File: config.mk
export PLATFORM = sky130hd
export DESIGN_NAME = mult_fu
export DESIGN_NICKNAME = d
export VERILOG_FILES = /design/src/rtl/mult_fu_pkg.sv /design/src/rtl/mult_stage.sv /design/src/rtl/mult_fu.sv
export SDC_FILE = /design/constraint.sdc
export NUM_CORES = 2
export LEC_CHECK = 0
export BUFFER_PORTS_ARGS = -buffer_cell sky130_fd_sc_hd__clkbuf_2
export CAP_MARGIN = 20
export CORE_MARGIN = 5
export CORE_UTILIZATION = 45
export CTS_CLUSTER_DIAMETER = 50
export CTS_CLUSTER_SIZE = 25
export DETAILED_ROUTE_END_ITERATION = 16
export PLACE_DENSITY = 0.68
export SYNTH_ARGS = -nofsm -noshare
export SYNTH_HDL_FRONTEND = slang
export SYNTH_SLANG_ARGS = --single-unit
export TNS_END_PERCENT = 20
File: constraint.sdc
create_clock -name clock -period 7.9 [get_ports clock]
set_input_delay 0.395 -clock clock [delete_from_list [all_inputs] [get_ports clock]]
set_output_delay 0.395 -clock clock [all_outputs]
set_load 0.03 [all_outputs]
File: src/rtl/mult_fu_pkg.sv
// Shared types for the pipelined multiply unit: func encoding, stage/issue/CDB packets
// and the operand-extension / result-selection helpers.
package mult_fu_pkg;

    localparam int MULT_PREG_W   = 6;
    localparam int MULT_RS_IDX_W = 3;

    typedef enum logic [1:0] {
        MUL    = 2'd0,
        MULH   = 2'd1,
        MULHSU = 2'd2,
        MULHU  = 2'd3
    } MULT_FUNC;

    typedef struct packed {
        logic                     valid;
        logic [MULT_PREG_W-1:0]   dest_tag;
        logic [MULT_RS_IDX_W-1:0] rs_idx;
        MULT_FUNC                 func;
        logic [63:0]              prod;
        logic [63:0]              mcand;
        logic [63:0]              mplier;
    } MULT_STAGE_PACKET;

    typedef struct packed {
        logic [MULT_RS_IDX_W-1:0] rs_idx;
        logic [MULT_PREG_W-1:0]   dest_tag;
        MULT_FUNC                 func;
        logic [31:0]              rs1_val;
        logic [31:0]              rs2_val;
    } MULT_ISSUE_PACKET;

    typedef struct packed {
        logic [MULT_PREG_W-1:0] tag;
        logic [31:0]            value;
    } MULT_CDB_PACKET;

    // rs1 is signed for every func except MULHU; rs2 only for MUL/MULH.
    function automatic MULT_STAGE_PACKET mult_init(input MULT_ISSUE_PACKET ip);
        MULT_STAGE_PACKET p;
        logic             rs1_signed;
        logic             rs2_signed;
        rs1_signed = (ip.func != MULHU);
        rs2_signed = (ip.func == MUL) || (ip.func == MULH);
        p.valid    = 1'b1;
        p.dest_tag = ip.dest_tag;
        p.rs_idx   = ip.rs_idx;
        p.func     = ip.func;
        p.prod     = '0;
        p.mcand    = {{32{rs1_signed & ip.rs1_val[31]}}, ip.rs1_val};
        p.mplier   = {{32{rs2_signed & ip.rs2_val[31]}}, ip.rs2_val};
        return p;
    endfunction

    function automatic logic [31:0] mult_result(input MULT_STAGE_PACKET p);
        return (p.func == MUL) ? p.prod[31:0] : p.prod[63:32];
    endfunction

endpackage

File: src/rtl/mult_stage.sv
// One partial-product step: adds mcand times the low C multiplier bits, then shifts
// both operands by C so the next stage sees the next multiplier slice.
module mult_stage
    import mult_fu_pkg::*;
#(
    parameter int C = 16
) (
    input  MULT_STAGE_PACKET pkt_in,
    output MULT_STAGE_PACKET pkt_out
);

    always_comb begin
        pkt_out        = pkt_in;
        pkt_out.prod   = pkt_in.prod + pkt_in.mcand * {{(64-C){1'b0}}, pkt_in.mplier[C-1:0]};
        pkt_out.mcand  = pkt_in.mcand << C;
        pkt_out.mplier = pkt_in.mplier >> C;
    end

endmodule

File: src/rtl/mult_fu.sv
// Pipelined RV32M multiply unit with collapsing bubbles, CDB hold and squash flush.
// Optional performance counters are built when MULT_FU_PERF_EN is defined.
module mult_fu
    import mult_fu_pkg::*;
#(
    parameter int NUM_STAGES = 4,
    parameter int PREG_W     = MULT_PREG_W,
    parameter int RS_IDX_W   = MULT_RS_IDX_W
) (
    input  logic                clock,
    input  logic                reset,
    input  logic                issue_valid,
    output logic                issue_ready,
    input  logic [RS_IDX_W-1:0] issue_rs_idx,
    input  logic [PREG_W-1:0]   issue_dest_tag,
    input  logic [1:0]          issue_func,
    input  logic [31:0]         issue_rs1_val,
    input  logic [31:0]         issue_rs2_val,
    input  logic                squash,
    output logic                cdb_req,
    input  logic                cdb_grant,
    output logic [PREG_W-1:0]   cdb_tag,
    output logic [31:0]         cdb_value,
    output logic                rs_remove_en,
    output logic [RS_IDX_W-1:0] rs_remove_idx,
    output logic                busy
`ifdef MULT_FU_PERF_EN
    ,
    output logic [31:0]         perf_ops_done,
    output logic [31:0]         perf_stall_cycles
`endif
);

    localparam int C    = 64 / NUM_STAGES;
    localparam int LAST = NUM_STAGES - 1;

    MULT_ISSUE_PACKET issue_pkt;
    MULT_CDB_PACKET   cdb_pkt;
    MULT_STAGE_PACKET stage_reg [NUM_STAGES];
    MULT_STAGE_PACKET stage_in  [NUM_STAGES];
    MULT_STAGE_PACKET stage_out [NUM_STAGES];

    logic [NUM_STAGES-1:0] valid;
    logic [NUM_STAGES-1:0] advance;
    logic                  accept;
    logic                  rs_remove_en_reg;
    logic [RS_IDX_W-1:0]   rs_remove_idx_reg;

    assign issue_pkt.rs_idx   = issue_rs_idx;
    assign issue_pkt.dest_tag = issue_dest_tag;
    assign issue_pkt.func     = MULT_FUNC'(issue_func);
    assign issue_pkt.rs1_val  = issue_rs1_val;
    assign issue_pkt.rs2_val  = issue_rs2_val;

    // Advance ripples back from the tail: a stage moves if its successor is empty or moving.
    always_comb begin
        advance       = '0;
        advance[LAST] = valid[LAST] && cdb_grant;
        for (int k = LAST - 1; k >= 0; k--) begin
            advance[k] = valid[k] && (!valid[k+1] || advance[k+1]);
        end
    end

    assign issue_ready = !valid[0] || advance[0];
    assign accept      = issue_valid && issue_ready && !squash;

    generate
        for (genvar gi = 0; gi < NUM_STAGES; gi++) begin : g_stage
            logic load;

            if (gi == 0) begin : g_head
                assign stage_in[gi] = mult_init(issue_pkt);
                assign load         = accept;
            end else begin : g_body
                assign stage_in[gi] = stage_reg[gi-1];
                assign load         = advance[gi-1];
            end

            mult_stage #(.C(C)) u_stage (
                .pkt_in  (stage_in[gi]),
                .pkt_out (stage_out[gi])
            );

            always_ff @(posedge clock) begin
                if (reset) begin
                    stage_reg[gi] <= '0;
                end else if (squash) begin
                    stage_reg[gi].valid <= 1'b0;
                end else if (load) begin
                    stage_reg[gi]       <= stage_out[gi];
                    stage_reg[gi].valid <= 1'b1;
                end else if (advance[gi]) begin
                    stage_reg[gi].valid <= 1'b0;
                end
            end

            assign valid[gi] = stage_reg[gi].valid;
        end
    endgenerate

    always_ff @(posedge clock) begin
        if (reset) begin
            rs_remove_en_reg  <= 1'b0;
            rs_remove_idx_reg <= '0;
        end else begin
            rs_remove_en_reg <= accept;
            if (accept) begin
                rs_remove_idx_reg <= issue_rs_idx;
            end
        end
    end

    assign cdb_pkt.tag   = stage_reg[LAST].dest_tag;
    assign cdb_pkt.value = mult_result(stage_reg[LAST]);

    assign cdb_req       = valid[LAST];
    assign cdb_tag       = cdb_pkt.tag;
    assign cdb_value     = cdb_pkt.value;
    assign rs_remove_en  = rs_remove_en_reg;
    assign rs_remove_idx = rs_remove_idx_reg;
    assign busy          = |valid;

    // The tail's operand shifters and RS index have no consumer.
    logic unused_tail;
    assign unused_tail = ^{stage_reg[LAST].rs_idx, stage_reg[LAST].mcand, stage_reg[LAST].mplier};

`ifdef MULT_FU_PERF_EN
    logic [31:0] perf_ops_done_reg;
    logic [31:0] perf_stall_cycles_reg;

    always_ff @(posedge clock) begin
        if (reset) begin
            perf_ops_done_reg     <= '0;
            perf_stall_cycles_reg <= '0;
        end else begin
            if (cdb_req && cdb_grant && !squash) begin
                perf_ops_done_reg <= perf_ops_done_reg + 32'd1;
            end
            if (cdb_req && !cdb_grant) begin
                perf_stall_cycles_reg <= perf_stall_cycles_reg + 32'd1;
            end
        end
    end

    assign perf_ops_done     = perf_ops_done_reg;
    assign perf_stall_cycles = perf_stall_cycles_reg;
`endif

endmodule

==> impl_metrics.yaml <==
synthesis:
  synthTopCellsByCount: "1,648 x inv_1, 1,345 x fa_1, 785 x nand2_1"
  synthCells: 6221
  synth_edf_count: 378
  ys_async_sr_fraction_pct: 0
  synth_area_leaders: "fa_1 43%, edfxtp_1 18%, inv_1 10%"
  yosysMostFrequentCell: "inv_1"
  synth_ff_type: "edfxtp_1"
  syn_nets: 7957
  seq_area_frac_synth_pct: 18.4
  synthesis.area_um2: 62100
  avgSynthCellArea_um2: 9.98
  yosysTopAreaCell: "fa_1"
  yosysWarnings: 0
  yosysTopAreaCellShare_pct: 43.4
  synth.distinct_cells: 70
  ys_ff_latch: 382
drt:
  drt_iter0_drc: 2224
  routed_wl_um: 142000
  drc_errors: 0
  ant_nets: 0
  drt_pre_antenna_iters: 5
  vias: 40000
  avgViaCountPerCell: 4.97
  avgRoutedWirePerCell_um: 17.7
placed_design:
  hpwl_um: 119000
  io_buffers: 124
  globalplace.congestion: 0.930
sta:
  slew_headroom_pct: 33.1
  rsz0062_at_grt: "no"
  final.setup.tns_ns: 0
  clock_skew_ns: 0.0377
  tightest_slew_ns: 1.00
  period_share_pct: 92.7
  period_needed_ns: 7.32
  setup_viol: 0
  hold_viol: 0
  fmax_mhz: 137
  slew_violations: 0
hold_path:
  whs_path_depth: 2
  holdPathEnd: "stage_reg[0][170]"
  min_from: "issue_dest_tag[5]"
  hold_path_class: "in2reg"
cts:
  numCtsBuffers: 41
  post_cts_buffers: 0
  clk-insertion-delay-late_ns: 0.60
  cts_tree: "done"
  cts_num_sinks: 382
  cts-htree-levels: 2
  root_buffer: "clkbuf_16"
  clk_pin_slew_worst_paths_ns: 0.08
  clk_path_buf_depth: 3
finish:
  area_growth_pct: 6.47
  largest_register_ffs: 378
  fin_nets: 7948
  nFillCells: 12600
  drive_gt1_share_pct: 4.93
global_route:
  overflow: 0
  gr-usage-all-layers_pct: 20.1
  grt_pass1_wl_um: 237000
  antenna_found_initial: 8
  first_global_vias: 44300
  grt_max_degree: 90
critical_path:
  worstPathArrival_ns: 7.64
  r2r-start: "stage_reg[0][10]"
  critPathLaunchType: "flip-flop"
  r2r_end: "stage_reg[1][159]"
  crit_fanout: 20
  critPathCaptureType: "flip-flop"
  crit_type: "reg2reg"
  required_ns: 8.22
  ff2ff_path_depth: 21
  worst-r2r-setup-slack_ns: 0.58
job:
  drv_cap: 0
floorplanning:
  start_util_pct: 45.2
  pin_count: 125
  die_area_um2: 145000
  fp.dieH_um: 381
  rows: 136
  core_um2: 137000
  die_w_um: 381
outcome:
  status: "completed"
==> kinds of logic after synthesis <==
kind of cell               after synthesis  synth area share (%)
xor gates and xnor gates               152                  2.14
DFF                                    382                  18.4
AOI/OAI and AO/OA                      375                  4.05
buffers and inverters                 1883                  11.4
and+or+nand+nor                       1736                  13.7
adders and majority gates             1656                  49.6
muxes                                   37                 0.661
==> placed cells by master, fill, tap and decap left out, drive strengths merged, types with 5 or more instances in the layout <==
cell / n
clkinv: 18
nand4: 13
o21a: 20
fa: 1345
a21oi: 100
and2: 651
nand2: 785
nand3: 23
o21ai: 69
a211oi: 11
xor2: 53
xnor2: 99
nor2: 143
o31ai: 6
edfxtp: 378
nor2b: 16
buf: 56
or2: 6
and3: 11
a21boi: 9
nor4: 7
or3: 7
ha: 311
mux2i: 5
o21bai: 11
and4: 5
o211ai: 8
inv: 1658
a31oi: 10
clkbuf: 168
a2111oi: 5
nor3b: 10
nand2b: 15
nor3: 41
a21o: 85
mux2: 32
==> cell type report <==
| class | count | area [um2] | share of cell area [%] |
|---|---|---|---|
| inverter | 1648 | 6190 | 9.36 |
| timing repair buffer | 183 | 1140 | 1.73 |
| antenna | 2 | 5.00 | 0.00757 |
| sequential | 382 | 11400 | 17.3 |
| tap | 1794 | 2240 | 3.40 |
| clock buffer | 44 | 1040 | 1.57 |
| multi-input combinational | 3956 | 43600 | 66.0 |
| clock inverter | 32 | 448 | 0.678 |
==> worst max-delay path, stage by stage (launching register included) <==
cell	delay, ns
edfxtp_1	0.99
nand2_1	0.19
fa_1	0.58
inv_1	0.05
fa_1	0.57
fa_1	0.44
fa_1	0.46
fa_1	0.49
inv_1	0.05
fa_1	0.47
inv_1	0.05
ha_1	0.36
a21o_1	0.17
a21o_1	0.11
a21o_1	0.18
or3_1	0.13
o2111ai_1	0.17
a2111oi_2	0.74
o31a_1	0.33
o2111ai_1	0.13
o31ai_1	0.28
mux2i_1	0.11
==> worst max path at each step <==
stage	from	to
2_1_floorplan	stage_reg[1][31]	stage_reg[2][156]
3_3_place_gp	issue_rs2_val[2]	stage_reg[0][144]
3_5_place_dp	issue_rs2_val[2]	stage_reg[0][130]
4_1_cts	stage_reg[0][10]	stage_reg[1][154]
5_1_grt	stage_reg[0][10]	stage_reg[1][159]
6_report	stage_reg[0][10]	stage_reg[1][159]
==> routing by layer <==
metal | vias to the layer above | track usage [%] | routed length, um
met5 | - | 0 | 26
met4 | 4 | 4.21 | 2850
met3 | 188 | 3.11 | 9100
met2 | 1084 | 33.3 | 66900
met1 | 20400 | 28.4 | 63300
li1 | 18200 | - | -
==> metrics by stage <==
step	instances	worst slack [ns]	utilization [%]	instance area (um2)	hold WS [ns]
2_1_floorplan	6221	1.39	-	62100	0.497
3_3_place_gp	7959	0.668	47.0	64600	0.463
3_5_place_dp	7959	0.547	47.0	64600	0.467
4_1_cts	8038	0.622	48.1	66100	0.0282
5_1_grt	8039	0.286	48.1	66100	0.0636
6_report	8041	0.580	48.1	66100	0.0727
==> repair_timing <==
| action | CTS | global route |
|---|---|---|
| setup endpoints to repair | 0 | 0 |
| hold endpoints to repair | 3 | 0 |
| resized for setup | 0 | 0 |
| hold buffers | 3 | 0 |
Power is left out: the tool's default activity adds up to more than one toggle a clock period on the data nets, which glitch-free logic cannot reach.
